$ cat src/rtl/parallel_register.sv
`timescale 1ns/1ps
// parallel_register: n-bit load-enable register with asynchronous active-low clear.
//
// Built from n identical bit cells. Each cell is one D flip-flop with an
// async clear, fed by a 2:1 recirculating mux (en ? d : q). The bits are fully
// independent of each other.
//
// Ports (positional order d, q, en, rst, clk):
//   d   [n-1:0]  in   parallel data input
//   q   [n-1:0]  out  parallel data output, straight from the flops
//   en           in   load enable, active high
//   rst          in   asynchronous clear, active low (q -> 0)
//   clk          in   rising-edge clock

// One bit of storage: recirculating mux in front of an async-clear DFF.
module parallel_register_cell (
  input  logic d,
  output logic q,
  input  logic en,
  input  logic rst,
  input  logic clk
);

  logic d_mux;

  // Hold path feeds q back, so en=0 keeps the stored bit across edges.
  assign d_mux = en ? d : q;

  always_ff @(posedge clk or negedge rst) begin
    if (!rst) q <= 1'b0;
    else      q <= d_mux;
  end

endmodule

module parallel_register #(
  parameter int n = 32
) (
  input  logic [n-1:0] d,
  output logic [n-1:0] q,
  input  logic         en,
  input  logic         rst,
  input  logic         clk
);

  // One cell per bit; q[i] depends only on d[i], en, rst and clk.
  for (genvar i = 0; i < n; i++) begin : g_bit
    parallel_register_cell u_cell (
      .d   (d[i]),
      .q   (q[i]),
      .en  (en),
      .rst (rst),
      .clk (clk)
    );
  end

endmodule

$ cat config.mk
export PLATFORM = sky130hd
export DESIGN_NAME = parallel_register
export DESIGN_NICKNAME = d
export VERILOG_FILES = /design/src/rtl/parallel_register.sv
export SDC_FILE = /design/constraint.sdc
export NUM_CORES = 1
export LEC_CHECK = 0
export CORE_ASPECT_RATIO = 1.5
export CORE_UTILIZATION = 45
export DETAILED_ROUTE_END_ITERATION = 10
export GPL_ROUTABILITY_DRIVEN = 0
export GPL_TIMING_DRIVEN = 0
export HOLD_SLACK_MARGIN = 0.15
export PLACE_DENSITY = 0.92
export REMOVE_ABC_BUFFERS = 1
export SLEW_MARGIN = 0
export SYNTH_ARGS = -nofsm -noshare
export SYNTH_HDL_FRONTEND = slang
export SYNTH_SLANG_ARGS = --single-unit
$ cat constraint.sdc
create_clock -name clk -period 2.2 [get_ports clk]
set_clock_uncertainty 0.1 [all_clocks]
set_input_delay 0.66 -clock clk [delete_from_list [all_inputs] [get_ports clk]]
set_output_delay 0.66 -clock clk [all_outputs]
set_load 0.01 [all_outputs]
# [After elaboration in Yosys (flattened, before gate mapping)]
# Cells that the tools add are included.
# W data, S select, Z words.
[classes] add_sub_neg=0 n_mul=0 div_mod_pow=0 order_cmp=0 eq_ne=0 shift=0 muxes=0 bitwise_logic=0 reduce_logical=0
[word_totals] regBits=32 latch_bits=0 mem_bits_rw=0 mem_bits_ro=0 input_bits=35 output_inout_bits=32 wordCells=32 mem_count=0

# [Depth between registers and ports, before layout]
[logic_depth] ltp_word=0 depth_mapped=3 depth_no_buf=1

# [Cells and area by module]
# Synthesis repeated with hierarchy kept, for this count alone.
[unflattened] hier_cells=64 hier_area_um2=1281.2
[modules_own_cells] mod="parallel_register_cell" n_inst=32 cells_each=2 area_per_inst_um2=40.0 seq_area_each_um2=25.0

# [Worst setup path before layout]
# OpenSTA, ideal clock, no wires.
[synth_path] path_type="input -> register" from="input en" to="register g_bit[0].u_cell.q" setup_time_ns=0.125 arrival_time_ns=1.202 t_required_ns=1.975 path_slack_ns=0.773 stages=3 n_path_buf=2 cell_sequence="buf_6 -> buf_12 -> mux2_4"
[synth_lines] item="start, declared" line_no="41" rtl="input logic en,"
[synth_lines] item="end signal, assigned" line_no="31" rtl="else q <= d_mux;"
[synth_lines] item="end, declared" line_no="18" rtl="output logic q,"
# No word-level cell between the ends.

# [Worst setup path after layout]
[layout_path] from="register g_bit[18].u_cell.q" to="output q[18]"
[layout_lines] item="start, declared" line_no="18"
[layout_lines] item="start signal, assigned" line_no="31"
[layout_lines] item="end, declared" line_no="40" rtl="output logic [n-1:0] q,"
# No word-level cell between the ends.

==> results.py <==
metrics = {
    "timing": {
        "grt_setup_unrepaired": "no",
        "slew_headroom_pct": 35.4,
        "fmax_mhz": 512,
        "finalHoldViolCount": 0,
        "finalCriticalPeriod_ps": 1950,
        "finalMaxSlewViolations": 0,
        "setup_viol": 0,
        "tightest_slew_ps": 969,
        "final.period_utilization_pct": 88.8,
    },
    "setup_path": {
        "cp-end-kind": "output pin",
        "critPathTopFamily": "buffers and inverters",
        "crit_required_ps": 1440,
        "path_class": "reg2out",
        "worstPathArrival_ps": 1190,
        "crit_slowest_cell": "clkdlybuf4s50_1",
        "worstPathCellList": "clkdlybuf4s50_1",
        "path_max_fanout": 2,
        "crit_path_start_kind": "flop",
        "r2r_setup_slack_ps": 1320,
        "cp.buffers_inverters": 1,
        "max_stage_delay_ps": 560,
    },
    "yosys": {
        "seq_area_frac_synth_pct": 50.5,
        "ys_types": 6,
        "syn_inst": 100,
        "syn_avg_cell_area_um2": 15.9,
        "netlist_area_um2": 1590,
        "ys_ff_latch": 32,
        "yosysWarnings": 0,
    },
    "power": {
        "ir_drop_v": 0.000477,
        "power.total_uw": 1400,
        "p_leak_uw": 0.000922,
        "power_density_nw_per_um2": 686,
    },
    "clock_network": {
        "cts_buffers": 5,
        "clk-insertion-delay-late_ps": 270,
        "cts_buffer_depth": 2,
        "cts_sinks": 32,
        "clock-root-buffer": "clkbuf_8",
        "htreeDepth": 2,
        "cts_resized": 0,
        "cts_tree": "done",
        "post_cts_buffers": 0,
        "cts_hold_buf": 0,
        "path_clk_slew_ps": 60,
    },
    "floorplan": {
        "fp.dieH_um": 74.7,
        "io_pins": 67,
        "coreArea_um2": 3380,
        "die_w_um": 50.5,
        "num_rows": 26,
        "dieArea_um2": 3770,
        "floorplan.initialDensity_pct": 46.9,
    },
    "finish": {
        "final_cell_mix": "64 x clkdlybuf4s50_1, 32 x dfrtp_1, 30 x mux2_4",
        "final_nets": 172,
        "drive_gt1_share_pct": 28.9,
        "regArea_um2": 801,
        "n_fill_cell": 267,
        "areaGrowthSynthToFinish_pct": 29.0,
        "top_regs": "g_bit.u_cell.q (32)",
        "antennaDiodeCount": 0,
        "multi_input_area_um2": 473,
        "utilization_pct": 60.5,
        "regMostFlops": "g_bit.u_cell.q",
        "largest_reg_flops": 32,
        "final_common_cell": "clkdlybuf4s50_1",
    },
    "route": {
        "postRouteAntennaNets": 0,
        "wire_per_inst_um": 15.5,
        "dr.pass1.iters": 4,
        "viasPerCell": 4.63,
        "drtIter0Drc": 8,
        "routed_wl_mm": 2.75,
        "drc": 0,
        "num_vias": 819,
    },
    "placed_design": {
        "dpl.hpwl_mm": 1.91,
        "portBuffers": 66,
    },
    "global_route": {
        "grt_pass1_wl_mm": 4.01,
        "first_global_vias": 844,
        "grtUsageTotal_pct": 15.2,
        "grt-ovfl-total": 0,
        "grt_max_degree": 33,
        "antenna_found_initial": 0,
    },
    "min_path": {
        "min_path_type": "in2async",
    },
    "run": {
        "cap_violations": 0,
    },
    "outcome": {
        "status": "finished clean",
    },
}
## cells in the mapped netlist
| cell | n | area (um^2) |
|---|---|---|
| buf_4 | 32 | 240 |
| dfrtp_1 | 32 | 801 |
| mux2_4 | 30 | 450 |
| buf_12 | 3 | 60.1 |
| mux2_2 | 2 | 22.5 |
| buf_6 | 1 | 11.3 |
## path summary, 6_finish.rpt
kind                                             endpoint  depth (start not counted)                            from
min reg2reg                 g_bit[8].u_cell.q$_DFFE_PN0P_                          1   g_bit[8].u_cell.q$_DFFE_PN0P_
max                                                 q[18]                          1  g_bit[18].u_cell.q$_DFFE_PN0P_
max in group asynchronous   g_bit[4].u_cell.q$_DFFE_PN0P_                          1                             rst
min                         g_bit[3].u_cell.q$_DFFE_PN0P_                          1                             rst
max reg2reg                g_bit[14].u_cell.q$_DFFE_PN0P_                          1  g_bit[14].u_cell.q$_DFFE_PN0P_
min in group clk            g_bit[8].u_cell.q$_DFFE_PN0P_                          1   g_bit[8].u_cell.q$_DFFE_PN0P_
## kinds of logic (layout without fill, tap and decap cells)
logic type | count (synthesis) | in the layout | share of synthesized area, %
flops | 32 | 32 | 50.5
mux | 32 | 32 | 29.8
buf+inv | 36 | 71 | 19.7
## through the flow
step | setup TNS [ps] | hold slack (ps) | instance area, um^2 | cells | setup WS [ps]
2_1_floorplan | 0 | 264 | 1270 | 64 | 1020
3_3_place_gp | -31230 | 391 | 1990 | 172 | -910
3_5_place_dp | -8250 | 392 | 1980 | 172 | -259
4_1_cts | 0 | 412 | 2050 | 177 | 43.7
5_1_grt | 0 | 370 | 2050 | 177 | 206
6_report | 0 | 326 | 2050 | 177 | 247
## report_power, final
| group | leakage (uW) | internal [uW] | switching (uW) |
|---|---|---|---|
| sequential | 0.000374 | 648 | 34.0 |
| combinational | 0.000512 | 234 | 103 |
| clock | 0.0000359 | 203 | 182 |
| total | 0.000922 | 1090 | 319 |
## layer usage
metal  vias to the layer above  track usage, %  part of all wire (%)
li1                        369               -                     -
met1                       409            17.4                    39
met5                         -               0                     0
met2                        35            24.6                    54
met3                         6            5.05                   4.6
met4                         0            9.26                   2.4
## cell type report
class	count	share of cell area (%)
repair buffers	66	31.8
flip-flops and latches	32	39.1
multi-input cells	32	23.1
well taps	42	2.57
clock buffers	5	3.36
No activity file was read; power rests on OpenSTA's default activity.
